==> src/rtl/mem_wb_stage_if.sv <==
// Bundle of MEM->WB stage signals: MEM-side request/control, the synchronous
// dmem read data, and the register-file write port driven by the WB stage.
interface mem_wb_stage_if #(
  parameter int XLEN = 32
);
  logic            i_valid;
  logic            i_stall;
  logic            i_flush;
  logic [XLEN-1:0] i_pc;
  logic [XLEN-1:0] i_alu_result;
  logic [4:0]      i_rd_addr;
  logic            i_reg_write;
  logic            i_mem_read;
  logic [2:0]      i_funct3;
  logic [XLEN-1:0] i_dmem_rdata;
  logic            o_rd_wen;
  logic [4:0]      o_rd_addr;
  logic [XLEN-1:0] o_rd_wdata;
  logic            o_wb_valid;
  logic [XLEN-1:0] o_wb_pc;
  logic            o_load_misaligned;

  // Upstream pipeline / memory side: drives the stage, observes the write port
  modport master (
    output i_valid, i_stall, i_flush, i_pc, i_alu_result, i_rd_addr,
           i_reg_write, i_mem_read, i_funct3, i_dmem_rdata,
    input  o_rd_wen, o_rd_addr, o_rd_wdata, o_wb_valid, o_wb_pc,
           o_load_misaligned
  );

  // The WB stage itself
  modport slave (
    input  i_valid, i_stall, i_flush, i_pc, i_alu_result, i_rd_addr,
           i_reg_write, i_mem_read, i_funct3, i_dmem_rdata,
    output o_rd_wen, o_rd_addr, o_rd_wdata, o_wb_valid, o_wb_pc,
           o_load_misaligned
  );
endinterface

==> src/rtl/mem_wb_stage.sv <==
// MEM/WB pipeline stage: registers MEM-stage control and ALU result, takes the
// synchronous dmem read data one cycle later, formats loads (byte/half/word,
// sign/zero extension) and drives the register-file write port. A one-entry
// buffer keeps load data alive while the pipeline is stalled, because the
// memory only presents read data for a single cycle.
module mem_wb_stage #(
  parameter int          XLEN         = 32,
  parameter logic [31:0] RESET_PC_TAG = 32'h0000_0000
) (
  input logic          clk,
  input logic          rst_n,
  mem_wb_stage_if.slave bus
);

  logic            valid_r;
  logic [XLEN-1:0] pc_r;
  logic [XLEN-1:0] alu_r;
  logic [4:0]      rd_r;
  logic            reg_write_r;
  logic            mem_read_r;
  logic [2:0]      funct3_r;
  logic [XLEN-1:0] buf_r;
  logic            buf_full_r;

  logic [XLEN-1:0] ld_raw_s;
  logic [7:0]      byte_s;
  logic [15:0]     half_s;
  logic [XLEN-1:0] fmt_s;
  logic            mis_size_s;
  logic            mis_s;

  // Pipeline control registers: capture when not stalled, hold otherwise (flush ignored while stalled)
  always_ff @(posedge clk or negedge rst_n) begin
    if (!rst_n) begin
      valid_r     <= 1'b0;
      pc_r        <= RESET_PC_TAG;
      alu_r       <= '0;
      rd_r        <= 5'd0;
      reg_write_r <= 1'b0;
      mem_read_r  <= 1'b0;
      funct3_r    <= 3'b000;
    end else if (!bus.i_stall) begin
      valid_r     <= bus.i_valid & ~bus.i_flush;
      pc_r        <= bus.i_pc;
      alu_r       <= bus.i_alu_result;
      rd_r        <= bus.i_rd_addr;
      reg_write_r <= bus.i_reg_write;
      mem_read_r  <= bus.i_mem_read;
      funct3_r    <= bus.i_funct3;
    end
  end

  // Load-data capture buffer: grab the one-cycle read data on the first stall cycle of a load
  always_ff @(posedge clk or negedge rst_n) begin
    if (!rst_n) begin
      buf_r      <= '0;
      buf_full_r <= 1'b0;
    end else if (!bus.i_stall) begin
      buf_full_r <= 1'b0;
    end else if (!buf_full_r && valid_r && mem_read_r) begin
      buf_r      <= bus.i_dmem_rdata;
      buf_full_r <= 1'b1;
    end
  end

  // Lane selection from the live read data or the buffered copy
  always_comb begin
    ld_raw_s = bus.i_dmem_rdata;
    byte_s   = 8'h00;
    half_s   = 16'h0000;
    if (buf_full_r) begin
      ld_raw_s = buf_r;
    end else begin
      ld_raw_s = bus.i_dmem_rdata;
    end
    case (alu_r[1:0])
      2'b00:   byte_s = ld_raw_s[7:0];
      2'b01:   byte_s = ld_raw_s[15:8];
      2'b10:   byte_s = ld_raw_s[23:16];
      2'b11:   byte_s = ld_raw_s[31:24];
      default: byte_s = 8'h00;
    endcase
    if (alu_r[1]) begin
      half_s = ld_raw_s[31:16];
    end else begin
      half_s = ld_raw_s[15:0];
    end
  end

  // Extension by load type plus size-vs-address misalignment detection
  always_comb begin
    fmt_s      = '0;
    mis_size_s = 1'b0;
    case (funct3_r)
      3'b000: fmt_s = {{24{byte_s[7]}}, byte_s};
      3'b001: begin
        fmt_s      = {{16{half_s[15]}}, half_s};
        mis_size_s = alu_r[0];
      end
      3'b010: begin
        fmt_s      = ld_raw_s;
        mis_size_s = |alu_r[1:0];
      end
      3'b100: fmt_s = {24'h00_0000, byte_s};
      3'b101: begin
        fmt_s      = {16'h0000, half_s};
        mis_size_s = alu_r[0];
      end
      default: begin
        fmt_s      = '0;
        mis_size_s = 1'b0;
      end
    endcase
  end

  // Register-file write port; misaligned loads and writes to x0 are suppressed
  always_comb begin
    mis_s = valid_r & mem_read_r & mis_size_s;
    if (mem_read_r) begin
      bus.o_rd_wdata = fmt_s;
    end else begin
      bus.o_rd_wdata = alu_r;
    end
    bus.o_rd_wen          = valid_r & reg_write_r & (rd_r != 5'd0) & ~mis_s;
    bus.o_rd_addr         = rd_r;
    bus.o_wb_valid        = valid_r;
    bus.o_wb_pc           = pc_r;
    bus.o_load_misaligned = mis_s;
  end

endmodule
==> src/flat_wrapper.sv <==
// flat-port wrapper written by rule: the top's interface ports become plain ports
module mem_wb_stage_flat 
#(
  parameter int          XLEN         = 32,
  parameter logic [31:0] RESET_PC_TAG = 32'h0000_0000
)
  (clk, rst_n, bus_i_valid, bus_i_stall, bus_i_flush, bus_i_pc, bus_i_alu_result, bus_i_rd_addr, bus_i_reg_write, bus_i_mem_read, bus_i_funct3, bus_i_dmem_rdata, bus_o_rd_wen, bus_o_rd_addr, bus_o_rd_wdata, bus_o_wb_valid, bus_o_wb_pc, bus_o_load_misaligned);
  mem_wb_stage_if #(.XLEN(XLEN)) bus_i ();
  input logic clk;
  input logic rst_n;
  input wire logic [$bits(bus_i.i_valid)-1:0] bus_i_valid;
  input wire logic [$bits(bus_i.i_stall)-1:0] bus_i_stall;
  input wire logic [$bits(bus_i.i_flush)-1:0] bus_i_flush;
  input wire logic [$bits(bus_i.i_pc)-1:0] bus_i_pc;
  input wire logic [$bits(bus_i.i_alu_result)-1:0] bus_i_alu_result;
  input wire logic [$bits(bus_i.i_rd_addr)-1:0] bus_i_rd_addr;
  input wire logic [$bits(bus_i.i_reg_write)-1:0] bus_i_reg_write;
  input wire logic [$bits(bus_i.i_mem_read)-1:0] bus_i_mem_read;
  input wire logic [$bits(bus_i.i_funct3)-1:0] bus_i_funct3;
  input wire logic [$bits(bus_i.i_dmem_rdata)-1:0] bus_i_dmem_rdata;
  output wire logic [$bits(bus_i.o_rd_wen)-1:0] bus_o_rd_wen;
  output wire logic [$bits(bus_i.o_rd_addr)-1:0] bus_o_rd_addr;
  output wire logic [$bits(bus_i.o_rd_wdata)-1:0] bus_o_rd_wdata;
  output wire logic [$bits(bus_i.o_wb_valid)-1:0] bus_o_wb_valid;
  output wire logic [$bits(bus_i.o_wb_pc)-1:0] bus_o_wb_pc;
  output wire logic [$bits(bus_i.o_load_misaligned)-1:0] bus_o_load_misaligned;
  assign bus_i.i_valid = bus_i_valid;
  assign bus_i.i_stall = bus_i_stall;
  assign bus_i.i_flush = bus_i_flush;
  assign bus_i.i_pc = bus_i_pc;
  assign bus_i.i_alu_result = bus_i_alu_result;
  assign bus_i.i_rd_addr = bus_i_rd_addr;
  assign bus_i.i_reg_write = bus_i_reg_write;
  assign bus_i.i_mem_read = bus_i_mem_read;
  assign bus_i.i_funct3 = bus_i_funct3;
  assign bus_i.i_dmem_rdata = bus_i_dmem_rdata;
  assign bus_o_rd_wen = bus_i.o_rd_wen;
  assign bus_o_rd_addr = bus_i.o_rd_addr;
  assign bus_o_rd_wdata = bus_i.o_rd_wdata;
  assign bus_o_wb_valid = bus_i.o_wb_valid;
  assign bus_o_wb_pc = bus_i.o_wb_pc;
  assign bus_o_load_misaligned = bus_i.o_load_misaligned;
  mem_wb_stage #(.XLEN(XLEN), .RESET_PC_TAG(RESET_PC_TAG)) u_core (.clk(clk), .rst_n(rst_n), .bus(bus_i));
endmodule
==> config.mk <==
export PLATFORM = sky130hd
export DESIGN_NAME = mem_wb_stage_flat
export DESIGN_NICKNAME = d
export VERILOG_FILES = /design/src/rtl/mem_wb_stage_if.sv /design/src/rtl/mem_wb_stage.sv /design/src/flat_wrapper.sv
export SDC_FILE = /design/constraint.sdc
export NUM_CORES = 1
export LEC_CHECK = 0
export ABC_CLOCK_PERIOD_IN_PS = 2500
export CAP_MARGIN = 40
export CORE_UTILIZATION = 35
export DETAILED_ROUTE_END_ITERATION = 16
export GPL_TIMING_DRIVEN = 1
export PLACE_DENSITY_LB_ADDON = 0.05
export SETUP_SLACK_MARGIN = 0.05
export SYNTH_ARGS = -nofsm -noshare
export SYNTH_HDL_FRONTEND = slang
export SYNTH_SLANG_ARGS = --single-unit
==> constraint.sdc <==
create_clock -name clk -period 2.5 [get_ports clk]
set_clock_uncertainty 0.05 [all_clocks]
set_input_delay 0.5 -clock clk [delete_from_list [all_inputs] [get_ports clk]]
set_output_delay 0.5 -clock clk [all_outputs]
set_load 0.1 [all_outputs]
; ---- Yosys cells after proc, flatten, opt, wreduce, memory -nomap -nowiden
; Index checks and enable logic that the tools add are counted.
[totals]
regBits = 108
inputBits = 111
out_inout_bits = 72
wordCells = 42
[op_classes]
n_eq_ne = 8
muxes = 8
n_bitwise = 8
reduce_logical = 9
[ops]
columns = cell, n
row1 = 32-bit one-hot mux with 5 select lines, 1
row2 = 32-bit 2-to-1 mux, 2
row3 = 8-bit one-hot mux with 4 select lines, 1
row4 = 16-bit 2-to-1 mux, 1
row5 = 1-bit bitwise AND, 6
row6 = 3-bit equality test (second input constant), 2
row7 = 5-bit nonzero test, 1
row8 = 2-bit equality test (second input constant), 2
row9 = 2-bit OR reduction, 2
row10 = 3-bit by 1-bit equality test with 1-bit output (second input constant), 1
row11 = 3-bit by 2-bit equality test with 1-bit output (second input constant), 1
row12 = 3-bit logical NOT, 1
row13 = 2-bit by 1-bit equality test with 1-bit output (second input constant), 1
row14 = 1-bit logical AND, 2
row15 = 2-bit logical NOT, 1
row16 = 1-bit 2-to-1 mux, 2
row17 = 2-bit by 1-bit inequality test with 1-bit output (second input constant), 1
row18 = 1-bit inverter, 2
row19 = 1-bit one-hot mux with 2 select lines, 1
row20 = 2-bit AND reduction, 1
row21 = 1-bit logical NOT, 1

; ---- Logic depth before layout (Yosys ltp)
[depth]
depth_word = 6
mapped_depth = 7
mapped_depth_nobuf = 4

; ---- Worst setup path before layout
; No wires, ideal clock.
[synth_path]
path_kind = flip-flop to output port
from = register u_core.buf_full_r
to = output bus_o_rd_wdata[23]
arrival_ps = 4485
required_ps = 1950
setup_slack_ps = -2535
stages_incl_launch_ff = 6
path_cell_list = dfrtp_1 > buf_6 > buf_2 > buf_4 > mux2i_1 > o311ai_0
[synth_via]
elab_chain_cells = 4
[synth_lines]
columns = item, line_no
row1 = "start, declared", mem_wb_stage.sv:23  ; logic buf_full_r;
row2 = "start signal, assigned", mem_wb_stage.sv:57  ; buf_full_r <= 1'b0;
row3 = "start signal, assigned", mem_wb_stage.sv:59  ; buf_full_r <= 1'b0;
row4 = "start signal, assigned", mem_wb_stage.sv:62  ; buf_full_r <= 1'b1;
row5 = 32-bit 2-to-1 mux *, mem_wb_stage.sv:71  ; if (buf_full_r) begin
row6 = 8-bit one-hot mux with 4 select lines / 16-bit 2-to-1 mux (equally long branches), "mem_wb_stage.sv:76, mem_wb_stage.sv:83"
row7 = 32-bit one-hot mux with 5 select lines *, mem_wb_stage.sv:94  ; case (funct3_r)
row8 = 32-bit 2-to-1 mux *, mem_wb_stage.sv:119  ; if (mem_read_r) begin
row9 = "end, declared", flat_wrapper.sv:23  ; output wire logic [$bits(bus_i.o_rd_wdata)-1:0] bus_o_rd_wdata;
; Every way passes the cells marked *; elsewhere a longest branch is shown, timed or not.

; ---- Worst setup path after layout
[layout_path]
from = register u_core.buf_full_r
to = output bus_o_rd_wdata[13]
; The elaborated chain is that of the path after synthesis.

==> flow_summary_export.csv <==
group,metric,value,unit
logic_synthesis,async_flop_share,100,%
global_route,grt_usage,21.3,%
logic_synthesis,ys.flop_type,"dfrtp_1",
global_route,grt_pass1_wl,25500,µm
timing,drv_slew,0,
global_route,grt_overflow,0,
logic_synthesis,yosys_register_bits,108,
logic_synthesis,ys_seq_area_share,51.4,%
placement,hpwl,11300,µm
critical_path,cp-end-kind,"primary output",
clocking,cts_tree,"done",
detailed_routing,drt_iter0_drc,177,
critical_path,cpLargestDelayFamily,"multiplexers",
critical_path,slowest_stage,"mux4_2",
logic_synthesis,yosysWarningCount,0,
layout,areaGrowthSynthToFinish,71.1,%
global_route,antenna_found_initial,0,
die,die_height,125,µm
timing,setup_slack,-0.348,ns
detailed_routing,routed_via_density,5.07,
critical_path,cp_slowest_stage_delay,0.54,ns
timing,min_period_over_period,114,%
clocking,cts_buffers,9,
clocking,insertion_delay,0.34,ns
detailed_routing,drt-total-wl,15800,µm
logic_synthesis,synth-edff-count,0,
critical_path,arrival,2.30,ns
detailed_routing,vias,4255,
timing,tightest_slew,0.452,ns
timing,finalSetupViolCount,32,
layout,drive_gt1_share,51.4,%
timing,layout_min_cycle_time,2.85,ns
job,maxCapViolCount,0,
critical_path,path_buf_inv,2,
die,die_x,125,µm
clocking,path_clk_slew,0.07,ns
clocking,htree_levels,3,
critical_path,startpoint,"u_core.buf_full_r$_DFFE_PN0P_",
outcome,violations,"setup timing",
die,fp-row-count,44,
timing,tns,-8.16,ns
timing,max_freq,351,MHz
critical_path,path_cells,"mux4_2 > and3_4 > a41oi_4 > buf_12 > o2111ai_4 > buf_12",
placement,gp_congestion,0.817,
power,irDropWorstVdd,0.349,mV
layout,fin_cells,840,
logic_synthesis,syn_area_per_cell,12.6,µm²
placement,numPortBuffers,182,
power,power.switching,2.60,mW
detailed_routing,drc_errors,0,
layout,fin_nets,764,
timing,hold_violations,0,
layout,regArea,0.00271,mm²
logic_synthesis,synth.distinct_cells,43,
power,p_sw_share,39.1,%
power,pwr-share-seq,33.6,%
logic_synthesis,netlist_area,0.00526,mm²
layout,antennaDiodeCount,0,
critical_path,crit_top_cell,"buf_12",
min_path,worstHoldPathType,"in2async",
power,pwr-share-clk,20.5,%
critical_path,r2r_slack,0.40,ns
global_route,grt_max_degree,78,
critical_path,cp_max_fo,6,
critical_path,r2r_cells,6,
detailed_routing,ant_nets,0,
power,p_leak,3.74,nW
layout,multi_input_area,0.00299,mm²
outcome,status,"finished with violations",
detailed_routing,wl_per_cell,18.8,µm
timing,max_slew_margin,69.0,%
critical_path,start_kind,"flop",
layout,layout_commonest_cell,"mux2_2",
critical_path,endpoint,"bus_o_rd_wdata[13]",
critical_path,r2r_start,"u_core.buf_full_r$_DFFE_PN0P_",
global_route,grt_pass1_vias,4630,
critical_path,regToRegEndpoint,"u_core.buf_r[29]$_DFFE_PN0P_",
power,internal_power,4.05,mW
die,core_area,0.0146,mm²
power,p_per_area,739,mW/mm²
placement,post-place-cells,811,
timing,grt_setup_unrepaired,"true",
layout,n_fill_cell,1147,
critical_path,worstSetupPathType,"reg2out",
detailed_routing,drt_pass1_iterations,4,
critical_path,cp.depth,6,
clocking,clock_sinks,108,
die,die_area,0.0155,mm²
logic_synthesis,mappedNetlistNets,528,
die,io_pins,183,
die,initial_core_util,36.0,%
logic_synthesis,synthCells,417,
critical_path,cp_data_required_time,1.95,ns
layout,final_cell_mix,"107 x mux2_2, 106 x clkdlybuf4s50_1, 105 x dfrtp_1, 89 x buf_4, 44 x buf_12",
clocking,clockBufferDepth,2,
clocking,cts_root_buf,"clkbuf_16",
power,power_frac_comb,45.8,%
-- cell usage after synthesis, types with 2 or more instances --
master / instances / area, µm²
clkbuf_1: 12 / 45.0
o22ai_1: 2 / 12.5
buf_4: 3 / 22.5
mux4_2: 2 / 45.0
mux2_2: 112 / 1260
o21ai_1: 2 / 10.0
o211ai_1: 4 / 30.0
nand2_1: 24 / 90.1
nor2_1: 17 / 63.8
nor2b_1: 3 / 18.8
buf_1: 5 / 18.8
a32oi_1: 2 / 17.5
a21oi_1: 11 / 55.1
o311ai_0: 2 / 17.5
buf_2: 7 / 35.0
dfrtp_1: 108 / 2700
and3_1: 2 / 12.5
o2111ai_1: 7 / 61.3
nand3_1: 2 / 10.0
o21ai_0: 24 / 120
a221oi_1: 4 / 35.0
mux2i_1: 32 / 320
nand2b_1: 9 / 56.3
nor3b_1: 2 / 15.0
-- final cells by class --
class,instances,share of cell area (%)
clock inverter,2,0.417
clock buffer,12,2.63
tap,184,2.56
timing repair buffer,253,31.1
sequential,108,30.1
inverter,1,0.0417
multi-input combinational,280,33.2
-- worst reg2reg max path, stage by stage (launching register included) --
cell	delay, ns
dfrtp_2	0.45
buf_4	0.15
buf_12	0.14
buf_4	0.16
nand4b_1	0.41
buf_12	0.32
mux2_2	0.30
-- registers in the layout, indices dropped and copies added, names as in the netlist --
| signal | count |
|---|---|
| u_core.mem_read_r | 1 |
| u_core.bus.o_rd_addr | 5 |
| u_core.funct3_r | 3 |
| u_core.reg_write_r | 1 |
| u_core.bus.o_wb_valid | 1 |
| u_core.buf_r | 32 |
| u_core.alu_r | 32 |
| u_core.buf_full_r | 1 |
| u_core.bus.o_wb_pc | 32 |
-- logic make-up after synthesis --
| logic type | count (synthesis) | synth area share, % |
|---|---|---|
| buffers and inverters | 29 | 2.59 |
| flip-flops | 108 | 51.4 |
| AND/OR/NAND/NOR | 68 | 6.47 |
| AO/OA/AOI/OAI | 66 | 8.59 |
| multiplexers | 146 | 30.9 |
-- what timing repair did --
action | in CTS | in global routing
gates cloned | 3 | 0
buffers inserted | 12 | 3
hold buffers | 0 | 0
pin swaps | 9 | 7
setup endpoints to repair | 34 | 34
resized for setup | 56 | 23
-- per-layer routing --
layer | share of wire, % | wire (µm) | up-vias | track usage, %
li1 | - | - | 1997 | -
met1 | 42 | 6700 | 2121 | 27.5
met2 | 50 | 7870 | 120 | 34.5
met3 | 5.8 | 912 | 17 | 5.63
met4 | 1.9 | 299 | 0 | 7.30
met5 | 0 | 0 | - | 0
-- metrics by stage --
step / power [mW] / setup slack, ns / hold slack (ns) / utilization [%] / instance area [µm²]
2_1_floorplan: 4.06 / -0.556 / 0.154 / - / 5530
3_3_place_gp: 5.07 / -0.426 / 0.432 / 56.2 / 8190
3_5_place_dp: 5.12 / -0.467 / 0.434 / 56.2 / 8190
4_1_cts: 6.68 / -0.374 / 0.0584 / 61.1 / 8910
5_1_grt: 6.93 / -0.427 / 0.0786 / 61.6 / 8990
6_report: 6.64 / -0.348 / 0.0493 / 61.6 / 8990
-- power by group through the flow --
stage / logic [mW] / registers (mW) / clock network, mW
4_1_cts: 3.03 / 2.22 / 1.42
3_3_place_gp: 2.85 / 2.23 / 0
6_report: 3.04 / 2.24 / 1.37
3_5_place_dp: 2.88 / 2.24 / 0
2_1_floorplan: 1.41 / 2.65 / 0
5_1_grt: 3.16 / 2.27 / 1.50
-- worst min path at each step --
stage | slack [ns] | end | cells past startpoint
floorplan | 0.15 | u_core.alu_r[0]$_DFFE_PN0N_ | 0
global placement | 0.43 | u_core.alu_r[28]$_DFFE_PN0N_ | 1
detailed placement | 0.43 | u_core.alu_r[22]$_DFFE_PN0N_ | 1
CTS | 0.06 | u_core.alu_r[22]$_DFFE_PN0N_ | 1
global route | 0.08 | u_core.alu_r[22]$_DFFE_PN0N_ | 1
finish | 0.05 | u_core.alu_r[22]$_DFFE_PN0N_ | 1
(Power assumes the default switching activity.)
==> RTL edit: new RTL, config.mk and constraints unchanged <==
Make the reset (`rst_n`) synchronous in 2 clocked blocks.
--- a/src/rtl/mem_wb_stage.sv
+++ b/src/rtl/mem_wb_stage.sv
@@ -30,7 +30,7 @@
   logic            mis_s;
 
   // Pipeline control registers: capture when not stalled, hold otherwise (flush ignored while stalled)
-  always_ff @(posedge clk or negedge rst_n) begin
+  always_ff @(posedge clk) begin
     if (!rst_n) begin
       valid_r     <= 1'b0;
       pc_r        <= RESET_PC_TAG;
@@ -51,7 +51,7 @@
   end
 
   // Load-data capture buffer: grab the one-cycle read data on the first stall cycle of a load
-  always_ff @(posedge clk or negedge rst_n) begin
+  always_ff @(posedge clk) begin
     if (!rst_n) begin
       buf_r      <= '0;
       buf_full_r <= 1'b0;
Formal check against the unedited RTL: differs if rst_n is asserted again (counterexample within 4 cycles, from zero or initial values and one cycle with rst_n low); with rst_n held inactive, the same outputs for 4 cycles.
==> RTL edit against the original RTL <==
The run still ends with setup timing left; routed wire length is 1.4% higher; sequential cell count stayed put; cell area is 3.6% lower; setup slack better by 0.16 ns; power is 23% lower; synthesized area is 2.0% higher; worst hold slack better by 0.37 ns; critical path depth is 2 higher; combinational power is 43% lower; via count is 13% higher; die area is 2.0% higher; utilization is 2.9 points lower; critical path type is now input port to output pin; critical endpoint is now bus_o_rd_wdata[28]; largest cell class unchanged; largest power group is now sequential cells.
==> RTL edit: results (changes against the original RTL) <==
| Metric | Value |
|---|---|
| Wire per inst | `16.56 microns (-12%)` |
| Async SR Flop Fraction | `0% (-100 points)` |
| Cells on worst reg2reg path | `7 (+1)` |
| Placed Cells incl. Taps | `943 (+16%)` |
| Post-Syn Nets | `694 (+31%)` |
| Least-Margin Pin Slew | `0.5263 ns (+0.07475 ns)` |
| Final setup fails | `32 (unchanged)` |
| Crit. Startpoint | `bus_i_dmem_rdata[15]` |
| Layout cells sized above 1 | `28.26% (-23 points)` |
| Int Power | `0.003347 W (-17%)` |
| Outcome | `complete, but fails checks` |
| Delay-heaviest family, CP | `buffers and inverters` |
| Reg-to-Reg Start | `u_core.buf_full_r` |
| HPWL Detailed | `12.09 mm (+6.8%)` |
| Total detailed-routing wirelength | `16.00 mm (+1.4%)` |
| Largest net degree at the start of global routing | `60 (-23%)` |
| Critical Path AT | `2.14 ns (-0.16 ns)` |
| Final setup margin | `-0.1863 ns (+0.1613 ns)` |
| RePlAce Congestion | `0.8210 (+0.45%)` |
| Failing checks | `setup timing` |
| Crit path largest cell delay | `0.52 ns (-0.02 ns)` |
| Vias in the first global route | `4927 (+6.4%)` |
| Via count | `4809 (+13%)` |
| Worst-path fanout max | `5 (-1)` |
| Avg Cell Area, Syn | `9.203 sq um (-27%)` |
| Sequential-to-total area share from yosys stat | `40.30% (-11 points)` |
| Leakage power | `3.501 nW (-6.3%)` |
| Synth top cells by count | `dfxtp_1, mux2i_1, nor2b_1, nand2_1, a21boi_0` |
| Ranking of synthesized cells by area | `dfxtp_1, mux2i_1, nor2b_1` |
| Router iterations before antenna repair | `6 (+2)` |
| Total GRT Usage | `20.47% (-0.87 points)` |
| Worst hold path class | `register to register` |
| NumNets Final | `888 (+16%)` |
| R2r setup slk | `0.63 ns (+0.23 ns)` |
| DRT iter0 DRCs | `187 (+5.6%)` |
| Worst VDD drop | `0.3216 mV (-8.0%)` |
[RTL edit: worst max path at each step]
stage / to / depth (start not counted) / slack [ns]
floorplan: bus_o_rd_wdata[10] / 4 / -0.42
global placement: bus_o_rd_wdata[18] / 7 / -0.41
detailed placement: bus_o_rd_wdata[20] / 7 / -0.43
CTS: bus_o_rd_wdata[26] / 7 / -0.20
global route: bus_o_rd_wdata[8] / 6 / -0.24
finish: bus_o_rd_wdata[28] / 8 / -0.19
[RTL edit: what timing repair did]
| item | in CTS | in global routing |
|---|---|---|
| hold buffers | 0 | 0 |
| setup buffers | 4 | 2 |
| pin swaps | 9 | 8 |
| setup endpoints to repair | 34 | 32 |
| gates resized for setup | 50 | 14 |
| cloned | 1 | 0 |
[RTL edit: worst reg2reg max path: cells and delay by family, from the launching register on]
kind	cells	cell delay [ns]
flip-flops	1	0.36
buffers and inverters	4	0.66
AND/OR/NAND/NOR	2	0.52
AO/OA/AOI/OAI	1	0.19
[RTL edit: logic make-up after synthesis]
family | count (synthesis) | synth area share [%]
buf+inv | 49 | 4.011
compound gates | 93 | 12.01
simple gates | 223 | 22.25
mux | 110 | 21.43
flops | 108 | 40.30
[RTL edit: power groups by stage]
stage          sequential, W  clock (W)  combinational, W
2_1_floorplan        0.00212          0          0.000799
3_3_place_gp         0.00188          0           0.00166
3_5_place_dp         0.00188          0           0.00168
4_1_cts              0.00184    0.00158           0.00171
5_1_grt              0.00185    0.00164           0.00179
6_report             0.00184    0.00154           0.00172
[RTL edit: metal layers]
| metal | wire, microns | share of wire (%) | track usage, % |
|---|---|---|---|
| met1 | 6956 | 43 | 24.83 |
| met2 | 7636 | 48 | 34.80 |
| met3 | 837 | 5.2 | 3.781 |
| met4 | 567 | 3.5 | 10.21 |
| met5 | 0 | 0 | 0 |
[RTL edit: final cells by class]
type / instances / area (sq um) / area share, %
clock inverter: 5 / 85.08 / 0.9812
clock buffer: 11 / 232.7 / 2.684
inverter: 2 / 7.507 / 0.08658
tap: 184 / 230.2 / 2.655
multi-input combinational: 426 / 3358 / 38.73
timing repair buffer: 230 / 2586 / 29.83
sequential: 108 / 2171 / 25.04
[RTL edit: through the flow]
stage | setup TNS, ns | hold slack [ns] | total power (W) | util (%) | setup slack [ns]
2_1_floorplan | -3.228 | 0.3900 | 0.002923 | - | -0.4248
3_3_place_gp | -9.537 | 0.3961 | 0.003540 | 54.55 | -0.4087
3_5_place_dp | -10.18 | 0.4055 | 0.003553 | 54.55 | -0.4292
4_1_cts | -5.166 | 0.4149 | 0.005129 | 58.18 | -0.2024
5_1_grt | -6.413 | 0.4347 | 0.005269 | 58.77 | -0.2359
6_report | -4.913 | 0.4156 | 0.005097 | 58.77 | -0.1863
